$ cat src/rtl/hc_sr04_ping_scheduler.sv
// Round-robin scheduler for several HC-SR04 ultrasound sensors: only one sensor ranges at a time,
// each ping is trigger pulse, echo measurement with timeout, then a quiet guard gap.
module hc_sr04_ping_scheduler #(
    parameter int unsigned CLK_FREQ         = 100000000,
    parameter int unsigned N_SENSORS        = 4,
    parameter int unsigned TRIG_DURATION_US = 10,
    parameter int unsigned ECHO_TIMEOUT_US  = 25000,
    parameter int unsigned GUARD_US         = 5000,
    parameter int unsigned O_WL             = 32
) (
    input  logic                          clk,
    input  logic                          reset,
    input  logic                          i_enable,
    input  logic [N_SENSORS-1:0]          i_sensor_mask,
    output logic [N_SENSORS-1:0]          sn_trigger,
    input  logic [N_SENSORS-1:0]          sn_echo,
    output logic                          o_valid,
    output logic [$clog2(N_SENSORS)-1:0]  o_sensor_id,
    output logic [O_WL-1:0]               o_edge_ticks,
    output logic                          o_timeout,
    output logic                          o_busy
);

    // 64-bit arithmetic: the default timeout (25 ms at 100 MHz) overflows 32 bits before the divide.
    localparam longint unsigned TRIG_CNT  = 64'(TRIG_DURATION_US) * 64'(CLK_FREQ) / 64'd1000000;
    localparam longint unsigned TMO_CNT   = 64'(ECHO_TIMEOUT_US) * 64'(CLK_FREQ) / 64'd1000000;
    localparam longint unsigned GUARD_CNT = 64'(GUARD_US) * 64'(CLK_FREQ) / 64'd1000000;
    localparam longint unsigned CNT_MAX   = (TRIG_CNT > GUARD_CNT) ? TRIG_CNT : GUARD_CNT;

    localparam int TMO_WL = $clog2(TMO_CNT + 1);
    localparam int CW     = (CNT_MAX < 1) ? 1 : $clog2(CNT_MAX + 1);
    localparam int IDW    = $clog2(N_SENSORS);

    localparam logic [CW-1:0]     TRIG_LAST  = CW'(TRIG_CNT - 1);
    localparam logic [CW-1:0]     GUARD_LAST = CW'(GUARD_CNT - 1);
    localparam logic [TMO_WL-1:0] TMO_LIMIT  = TMO_WL'(TMO_CNT);

    if (N_SENSORS < 2) begin : g_bad_nsensors
        $error("hc_sr04_ping_scheduler: N_SENSORS must be at least 2");
    end
    if (O_WL < TMO_WL) begin : g_bad_owl
        $error("hc_sr04_ping_scheduler: O_WL must be at least TMO_WL");
    end
    if (TRIG_CNT < 1 || TMO_CNT < 1 || GUARD_CNT < 1) begin : g_bad_times
        $error("hc_sr04_ping_scheduler: trigger, timeout and guard must each be at least one clock");
    end

    typedef enum logic [2:0] {
        ST_IDLE,
        ST_TRIG,
        ST_WAIT_RISE,
        ST_MEASURE,
        ST_GUARD
    } state_t;

    state_t                state_q,     state_d;
    logic [CW-1:0]         cnt_q,       cnt_d;
    logic [TMO_WL-1:0]     timer_q,     timer_d;
    logic [TMO_WL-1:0]     ticks_q,     ticks_d;
    logic [IDW-1:0]        sel_q,       sel_d;
    logic [IDW-1:0]        ptr_q,       ptr_d;
    logic [N_SENSORS-1:0]  trig_q,      trig_d;
    logic                  valid_q,     valid_d;
    logic [IDW-1:0]        sensorId_q,  sensorId_d;
    logic [O_WL-1:0]       edgeTicks_q, edgeTicks_d;
    logic                  timeout_q,   timeout_d;

    logic [N_SENSORS-1:0]  echoMeta_q;
    logic [N_SENSORS-1:0]  echoSync_q;
    logic                  echoPrev_q;

    logic                  echoSel;
    logic                  echoRise;
    logic [TMO_WL-1:0]     timerInc;
    logic [N_SENSORS-1:0]  maskRot;
    logic                  pickFound;
    logic [IDW-1:0]        pickIdx;
    int                    pickSum;

    assign echoSel  = echoSync_q[sel_q];
    assign echoRise = echoSel && !echoPrev_q;
    assign timerInc = timer_q + 1'b1;

    // Rotate the mask so bit 0 is the sensor right after the pointer; the lowest set bit wins.
    always_comb begin
        maskRot   = N_SENSORS'({i_sensor_mask, i_sensor_mask} >> ({1'b0, ptr_q} + 1'b1));
        pickFound = 1'b0;
        pickSum   = 0;
        pickIdx   = '0;
        for (int j = int'(N_SENSORS) - 1; j >= 0; j--) begin
            if (maskRot[j]) begin
                pickFound = 1'b1;
                pickSum   = int'(ptr_q) + 1 + j;
            end
        end
        if (pickSum >= int'(N_SENSORS)) begin
            pickSum = pickSum - int'(N_SENSORS);
        end
        pickIdx = IDW'(pickSum);
    end

    always_comb begin
        state_d     = state_q;
        cnt_d       = cnt_q;
        timer_d     = timer_q;
        ticks_d     = ticks_q;
        sel_d       = sel_q;
        ptr_d       = ptr_q;
        valid_d     = 1'b0;
        sensorId_d  = sensorId_q;
        edgeTicks_d = edgeTicks_q;
        timeout_d   = timeout_q;

        unique case (state_q)
            ST_IDLE: begin
                if (i_enable && pickFound) begin
                    sel_d   = pickIdx;
                    ptr_d   = pickIdx;
                    cnt_d   = '0;
                    state_d = ST_TRIG;
                end
            end
            ST_TRIG: begin
                if (cnt_q == TRIG_LAST) begin
                    timer_d = '0;
                    state_d = ST_WAIT_RISE;
                end else begin
                    cnt_d = cnt_q + 1'b1;
                end
            end
            ST_WAIT_RISE: begin
                timer_d = timerInc;
                if (timerInc == TMO_LIMIT) begin
                    valid_d     = 1'b1;
                    timeout_d   = 1'b1;
                    edgeTicks_d = '1;
                    sensorId_d  = sel_q;
                    cnt_d       = '0;
                    state_d     = ST_GUARD;
                end else if (echoRise) begin
                    // The rising sample is itself the first high tick of the echo.
                    ticks_d = TMO_WL'(1);
                    state_d = ST_MEASURE;
                end
            end
            ST_MEASURE: begin
                if (!echoSel) begin
                    valid_d     = 1'b1;
                    timeout_d   = 1'b0;
                    edgeTicks_d = O_WL'(ticks_q);
                    sensorId_d  = sel_q;
                    cnt_d       = '0;
                    state_d     = ST_GUARD;
                end else begin
                    timer_d = timerInc;
                    ticks_d = ticks_q + 1'b1;
                    if (timerInc == TMO_LIMIT) begin
                        valid_d     = 1'b1;
                        timeout_d   = 1'b1;
                        edgeTicks_d = '1;
                        sensorId_d  = sel_q;
                        cnt_d       = '0;
                        state_d     = ST_GUARD;
                    end
                end
            end
            ST_GUARD: begin
                if (cnt_q == GUARD_LAST) begin
                    state_d = ST_IDLE;
                end else begin
                    cnt_d = cnt_q + 1'b1;
                end
            end
            default: begin
                state_d = ST_IDLE;
            end
        endcase

        // Trigger is registered from the next state so it is high exactly while the FSM sits in TRIG.
        trig_d = '0;
        if (state_d == ST_TRIG) begin
            trig_d[sel_d] = 1'b1;
        end
    end

    always_ff @(posedge clk) begin
        if (reset) begin
            state_q     <= ST_IDLE;
            cnt_q       <= '0;
            timer_q     <= '0;
            ticks_q     <= '0;
            sel_q       <= '0;
            ptr_q       <= IDW'(N_SENSORS - 1);
            trig_q      <= '0;
            valid_q     <= 1'b0;
            sensorId_q  <= '0;
            edgeTicks_q <= '0;
            timeout_q   <= 1'b0;
            echoMeta_q  <= '0;
            echoSync_q  <= '0;
            echoPrev_q  <= 1'b0;
        end else begin
            state_q     <= state_d;
            cnt_q       <= cnt_d;
            timer_q     <= timer_d;
            ticks_q     <= ticks_d;
            sel_q       <= sel_d;
            ptr_q       <= ptr_d;
            trig_q      <= trig_d;
            valid_q     <= valid_d;
            sensorId_q  <= sensorId_d;
            edgeTicks_q <= edgeTicks_d;
            timeout_q   <= timeout_d;
            echoMeta_q  <= sn_echo;
            echoSync_q  <= echoMeta_q;
            echoPrev_q  <= echoSel;
        end
    end

    assign sn_trigger   = trig_q;
    assign o_valid      = valid_q;
    assign o_sensor_id  = sensorId_q;
    assign o_edge_ticks = edgeTicks_q;
    assign o_timeout    = timeout_q;
    assign o_busy       = (state_q != ST_IDLE);

endmodule

$ cat config.mk
export PLATFORM = sky130hd
export DESIGN_NAME = hc_sr04_ping_scheduler
export DESIGN_NICKNAME = d
export VERILOG_FILES = /design/src/rtl/hc_sr04_ping_scheduler.sv
export SDC_FILE = /design/constraint.sdc
export NUM_CORES = 1
export LEC_CHECK = 0
export ABC_CLOCK_PERIOD_IN_PS = 2800
export BUFFER_PORTS_ARGS = -buffer_cell sky130_fd_sc_hd__buf_2
export CAP_MARGIN = 20
export CORE_UTILIZATION = 45
export DETAILED_ROUTE_END_ITERATION = 10
export PLACE_DENSITY = 0.74
export SYNTH_ARGS = -nofsm -noshare
export SYNTH_HDL_FRONTEND = slang
export SYNTH_SLANG_ARGS = --single-unit
$ cat constraint.sdc
create_clock -name clk -period 2.8 [get_ports clk]
set_input_delay 0.14 -clock clk [delete_from_list [all_inputs] [get_ports clk]]
set_output_delay 0.14 -clock clk [all_outputs]
set_load 0.01 [all_outputs]
==> impl_metrics.yaml, run 1 <==
run_status:
  status: "completed"
clock_tree:
  root_buffer: "clkbuf_16"
  cts_buffer_depth: 2
  insertion_delay_ps: 430
  htree_levels: 4
  path_clk_slew_ps: 60
  tritoncts: "built"
  numCtsBuffers: 17
  cts_sinks: 119
cells_and_area:
  mostFrequentLayoutCells: "dfxtp_1 (114), nor2_1 (95), a21oi_1 (53)"
  final_common_cell: "dfxtp_1"
  area_delta_synth_final_pct: 25.0
  diodes: 0
  nets: 817
  drive_above_1_share: 0.214
  fin_area_um2: 7210
  seq_area_um2: 2390
  multi_input_area_um2: 3280
  fillCellCount: 1063
min_path:
  holdPathEnd: "o_edge_ticks[10]"
  whs_path_depth: 2
  worst_hold_path_type: "in -> reg"
  hold_start: "reset"
sta:
  relSlewSlack: 0.429
  finalClockSkew_ps: 12.3
  tightest_slew_ps: 856
  fmax_mhz: 365
  slew_viol_final: 0
  hold_slack_ps: 53.5
  finalCritPeriodShare: 0.979
  layout_min_cycle_time_ps: 2740
  setup_violations: 0
  hold_viol_final: 0
logic_synthesis:
  synthTopCellsByArea: "dfxtp_1 (41%), nor2_1 (6.3%), a21oi_1 (4.7%)"
  synth_top_area_share: 0.413
  synth_cells: 720
  synth_top_cell_by_area: "dfxtp_1"
  avgSynthCellArea_um2: 8.01
  ys.flop_type: "dfxtp_1"
  synth-seq-area-share: 0.413
  synth-edff-count: 0
  synth_nets: 734
  async_reset_ff_frac: 0
  syn_area_um2: 5770
  synth_seq_cells: 119
  yosys_warnings: 0
  synth_cell_types: 68
routing:
  drt_iter0_drc: 401
  via_count: 5738
  drc: 0
  firstDrtPassIters: 6
  wirelength_um: 15400
  postRouteAntennaNets: 0
  wire_per_inst_um: 15.6
  viasPerCell: 5.83
floorplanning:
  die_h_um: 115
  rows: 40
  dieWidth_um: 115
  fp.dieArea_um2: 13300
  coreArea_um2: 12300
  start_util: 0.470
  ioPinCount: 52
grt:
  grt_max_degree: 42
  grt_pass1_vias: 5364
  grt.overflow.total: 0
  grt_pass1_wl_um: 25300
  grt_usage: 0.241
  grt_antenna_before_repair: 0
worst_setup_path:
  cp_data_required_time_ps: 3080
  cp_cell_sequence: "buf_4 -> nand4_1 -> buf_4 -> o31ai_1 -> o211ai_1 -> a211o_1 -> o31ai_2 -> buf_4 -> nand2_2 -> o21ai_1 -> a21oi_1"
  crit_slowest_cell: "dfxtp_2"
  end_kind: "flop"
  r2r-end: "cnt_q[9]"
  r2r_cells: 11
  start_kind: "flop"
  critPathKind: "reg -> reg"
  cp_max_fo: 5
  critPathMaxStageDelay_ps: 380
  arrival_ps: 3020
  r2r_setup_slack_ps: 60
  crit_top_cell: "buf_4"
  r2r_start: "timer_q[1]"
power:
  power_density_nw_per_um2: 558
  leakagePower_nw: 2.81
  ir_worst_vdd_v: 0.000547
run:
  maxCapViolCount: 0
placed_design:
  dp_hpwl_um: 10100
  post_dp_cell_area_um2: 6370
  numPortBuffers: 51
  gp_congestion: 0.942
==> sequential cells by signal (all words and copies together) (netlist names), 2 cells and up <==
register / count
cnt_q: 19
echoMeta_q: 4
echoSync_q: 4
o_edge_ticks: 32
o_sensor_id: 2
ptr_q: 2
sel_q: 2
sn_trigger: 4
state_q: 3
ticks_q: 22
timer_q: 22
==> routing by layer <==
metal | wire [um] | part of all wire | GRT usage | vias up
met5 | 0 | 0 | 0 | -
met2 | 7720 | 0.50 | 0.414 | 196
li1 | - | - | - | 2791
met3 | 826 | 0.054 | 0.0617 | 32
met4 | 302 | 0.020 | 0.0961 | 0
met1 | 6510 | 0.42 | 0.288 | 2719
==> how the worst max path moves through the flow <==
stage | startpoint | to | slack [ps]
3_3_place_gp | cnt_q[11] | cnt_q[13] | 60
6_report | timer_q[1] | cnt_q[9] | 60
5_1_grt | timer_q[3] | sn_trigger[3] | -40
2_1_floorplan | cnt_q[10] | cnt_q[18] | 270
4_1_cts | timer_q[1] | o_edge_ticks[2] | -40
3_5_place_dp | timer_q[1] | o_edge_ticks[12] | -80
==> cell usage after synthesis, types with 13 or more instances <==
cell type / count
a21oi_1: 54
buf_2: 14
clkbuf_1: 26
dfxtp_1: 119
inv_1: 18
nand2_1: 42
nand3_1: 48
nor2_1: 97
nor3_1: 54
nor4_1: 20
o21a_1: 13
o21ai_0: 22
o21ai_1: 15
xnor2_1: 16
==> kinds of logic (layout without fill, tap and decap cells) <==
logic type	count (synthesis)	after routing	synth area share
compound gates	168	168	0.187
xor+xnor	19	19	0.0289
fa+ha+maj	3	3	0.00651
buf+inv	61	155	0.0454
flops	119	119	0.413
mux	4	4	0.00911
simple gates	346	348	0.310
==> worst max-delay path: cells and delay by family, from the launching register on <==
family                 cells  cell delay (ps)
and+or+nand+nor            2              300
buffers and inverters      3              570
DFF                        1              380
AOI/OAI and AO/OA          6             1340
==> cell type report <==
| type | instances | area share |
|---|---|---|
| Clock buffer | 17 | 0.0590 |
| Multi-Input combinational cell | 542 | 0.455 |
| Clock inverter | 15 | 0.0207 |
| Inverter | 18 | 0.00938 |
| Timing Repair Buffer | 105 | 0.0948 |
| Tap cell | 168 | 0.0292 |
| Sequential cell | 119 | 0.331 |
==> stage by stage <==
stage,worst slack (ps),setup TNS [ps],power (mW),util,instances
3_5_place_dp,-82.4,-132,1.93,0.520,939
6_report,58.3,0,4.02,0.588,984
5_1_grt,-37.5,-164,4.16,0.588,984
3_3_place_gp,62.5,0,1.93,0.520,939
4_1_cts,-42.1,-176,4.04,0.572,978
2_1_floorplan,268,0,1.89,-,720
==> power breakdown <==
part	total (mW)	internal [mW]	switching [mW]
clock	2.11	1.18	0.922
combinational	0.194	0.0667	0.127
sequential	1.72	1.71	0.0143
==> what timing repair did <==
| item | 4_1_cts | 5_1_grt |
|---|---|---|
| setup endpoints to repair | 18 | 81 |
| buffers inserted | 2 | 4 |
| cloned | 1 | 1 |
| hold endpoints to repair | 4 | 0 |
| hold buffers | 4 | 0 |
| gates resized for setup | 1 | 30 |
| pin swaps | 3 | 8 |
Power figures use the tool's default switching activity.
==> run 2: changes to the inputs <==
--- a/config.mk
+++ b/config.mk
@@ -11,6 +11,7 @@
 export CORE_UTILIZATION = 45
 export DETAILED_ROUTE_END_ITERATION = 10
 export PLACE_DENSITY = 0.74
+export REMOVE_ABC_BUFFERS = 1
 export SYNTH_ARGS = -nofsm -noshare
 export SYNTH_HDL_FRONTEND = slang
 export SYNTH_SLANG_ARGS = --single-unit
==> run 2 against run 1 <==
Effect of this change: non-clock buffer count decreased by 14; combinational power is essentially flat; sequential cell count is the same; setup slack improved by 29 ps; wire length rose by 1.0%; clock power rose by 15%; fmax is 1.1% higher; critical endpoint is now o_edge_ticks[15]; largest power group unchanged.
==> impl_metrics.yaml, run 2 (same netlist as run 1, synthesis figures left out) <==
floorplanning:
  rows: 40
  die_h_um: 115
  fp.dieArea_um2: 13300
  ioPinCount: 52
  start_util: 0.470
  dieWidth_um: 115
  coreArea_um2: 12300
clock_tree:
  path_clk_slew_ps: 50
  htree_levels: 4
  root_buffer: "clkbuf_16"
  cts_sinks: 119
  cts_buffer_depth: 2
  insertion_delay_ps: 410
  numCtsBuffers: 17
  tritoncts: "built"
sta:
  finalCritPeriodShare: 0.969
  hold_viol_final: 0
  worst_slack_ps: 87.0
  finalClockSkew_ps: 7.89
  tightest_slew_ps: 624
  relSlewSlack: 0.579
  layout_min_cycle_time_ps: 2710
  fmax_mhz: 369
  setup_violations: 0
  slew_viol_final: 0
  hold_slack_ps: 111
cells_and_area:
  fillCellCount: 1070
  multi_input_area_um2: 3260
  mostFrequentLayoutCells: "dfxtp_1 (113), nor2_1 (96), a21oi_1 (53)"
  area_delta_synth_final_pct: 24.8
  nets: 802
  seq_area_um2: 2390
  utilization: 0.587
  final_common_cell: "dfxtp_1"
  largest_reg_flops: 32
  diodes: 0
  drive_above_1_share: 0.199
routing:
  via_count: 5731
  postRouteAntennaNets: 0
  viasPerCell: 5.91
  wire_per_inst_um: 16.0
  drt_iter0_drc: 665
  wirelength_um: 15500
  drc: 0
  firstDrtPassIters: 5
placed_design:
  gp_congestion: 0.947
  dp_hpwl_um: 10100
  numPortBuffers: 51
  place_ws_ps: -81.0
worst_setup_path:
  end_kind: "flop"
  cp_max_fo: 28
  start_kind: "flop"
  r2r_setup_slack_ps: 90
  critPathMaxStageDelay_ps: 490
  r2r_start: "timer_q[1]"
  r2r-end: "o_edge_ticks[15]"
  crit_top_cell: "buf_4"
  cp_cell_sequence: "buf_4 -> and4_2 -> a21oi_1 -> nor4_2 -> o2111ai_4 -> buf_4 -> nor4_4 -> buf_4 -> buf_12 -> nor3_1 -> a211oi_1"
  arrival_ps: 3040
  r2r_cells: 11
  critPathKind: "reg -> reg"
  crit_slowest_cell: "nor4_2"
  cp_data_required_time_ps: 3120
power:
  leakagePower_nw: 2.80
  totalPowerFinal_mw: 4.35
  ir_worst_vdd_v: 0.000486
  power_density_nw_per_um2: 605
min_path:
  worst_hold_path_type: "in -> reg"
  whs_path_depth: 2
  hold_start: "reset"
  holdPathEnd: "timer_q[5]"
grt:
  grt_max_degree: 37
  grt_util_met1: 0.292
  gr-max-usage-layer: "met2"
  grt_usage: 0.240
  grt_pass1_vias: 5284
  met3_usage: 0.0585
  grt_pass1_wl_um: 25200
  met2_usage: 0.401
  grt_antenna_before_repair: 0
  grt.overflow.total: 0
run_status:
  status: "completed"
run:
  maxCapViolCount: 0
==> run 2: cell types whose count changed in the layout (fill, tap and decap cells not counted), sizes merged <==
| cell | delta |
|---|---|
| buf | -14 |
| bufinv | +5 |
| clkbuf | +7 |
| clkinv | +1 |
| clkinvlp | -2 |
| inv | -11 |
| nand2 | -1 |
==> run 2: worst max-delay path: cells and delay by family (launching register included) <==
family,cells,cell delay (ps)
and+or+nand+nor,4,960
DFF,1,350
buffers and inverters,4,730
AOI/OAI and AO/OA,3,560
==> run 2: through the flow <==
| step | cells | cell area (um^2) | TNS [ps] |
|---|---|---|---|
| detailed placement | 928 | 6300 | -390 |
| finish | 969 | 7190 | 0 |
| global placement | 928 | 6300 | 0 |
| floorplan | 677 | 5570 | -9110 |
| global route | 969 | 7190 | -269 |
| CTS | 964 | 7030 | 0 |
==> run 2: final cells by class <==
type / count / share of cell area
multi-input combinational: 541 / 0.453
sequential: 119 / 0.332
timing repair buffer: 91 / 0.0838
clock buffer: 24 / 0.0697
tap: 168 / 0.0292
clock inverter: 8 / 0.0230
inverter: 18 / 0.00939
==> run 2: how the worst max path moves through the flow <==
stage          startpoint                to  slack [ps]
2_1_floorplan  timer_q[0]     sn_trigger[0]        -360
3_3_place_gp   timer_q[0]  o_edge_ticks[15]          40
3_5_place_dp   timer_q[0]  o_edge_ticks[15]         -80
4_1_cts        timer_q[0]  o_edge_ticks[15]          10
5_1_grt        timer_q[1]     sn_trigger[1]         -60
6_report       timer_q[1]  o_edge_ticks[15]          90
==> run 2: power by group <==
part / total [mW] / internal, mW / leakage (nW) / switching, mW
registers: 1.72 / 1.71 / 0.964 / 0.0118
logic: 0.196 / 0.0666 / 1.50 / 0.129
clock network: 2.43 / 1.69 / 0.330 / 0.742
==> run 2: repair_timing <==
item | 4_1_cts | 5_1_grt
resized for setup | 3 | 29
buffers inserted | 0 | 4
setup endpoints to repair | 25 | 81
hold buffers | 4 | 0
gates cloned | 0 | 1
endpoints found under the hold margin | 4 | 0
pin swaps | 0 | 10
==> run 2: per-layer routing <==
metal / vias up / part of all wire
met2: 222 / 0.48
li1: 2768 / -
met3: 45 / 0.056
met4: 0 / 0.028
met1: 2696 / 0.43
met5: - / 0
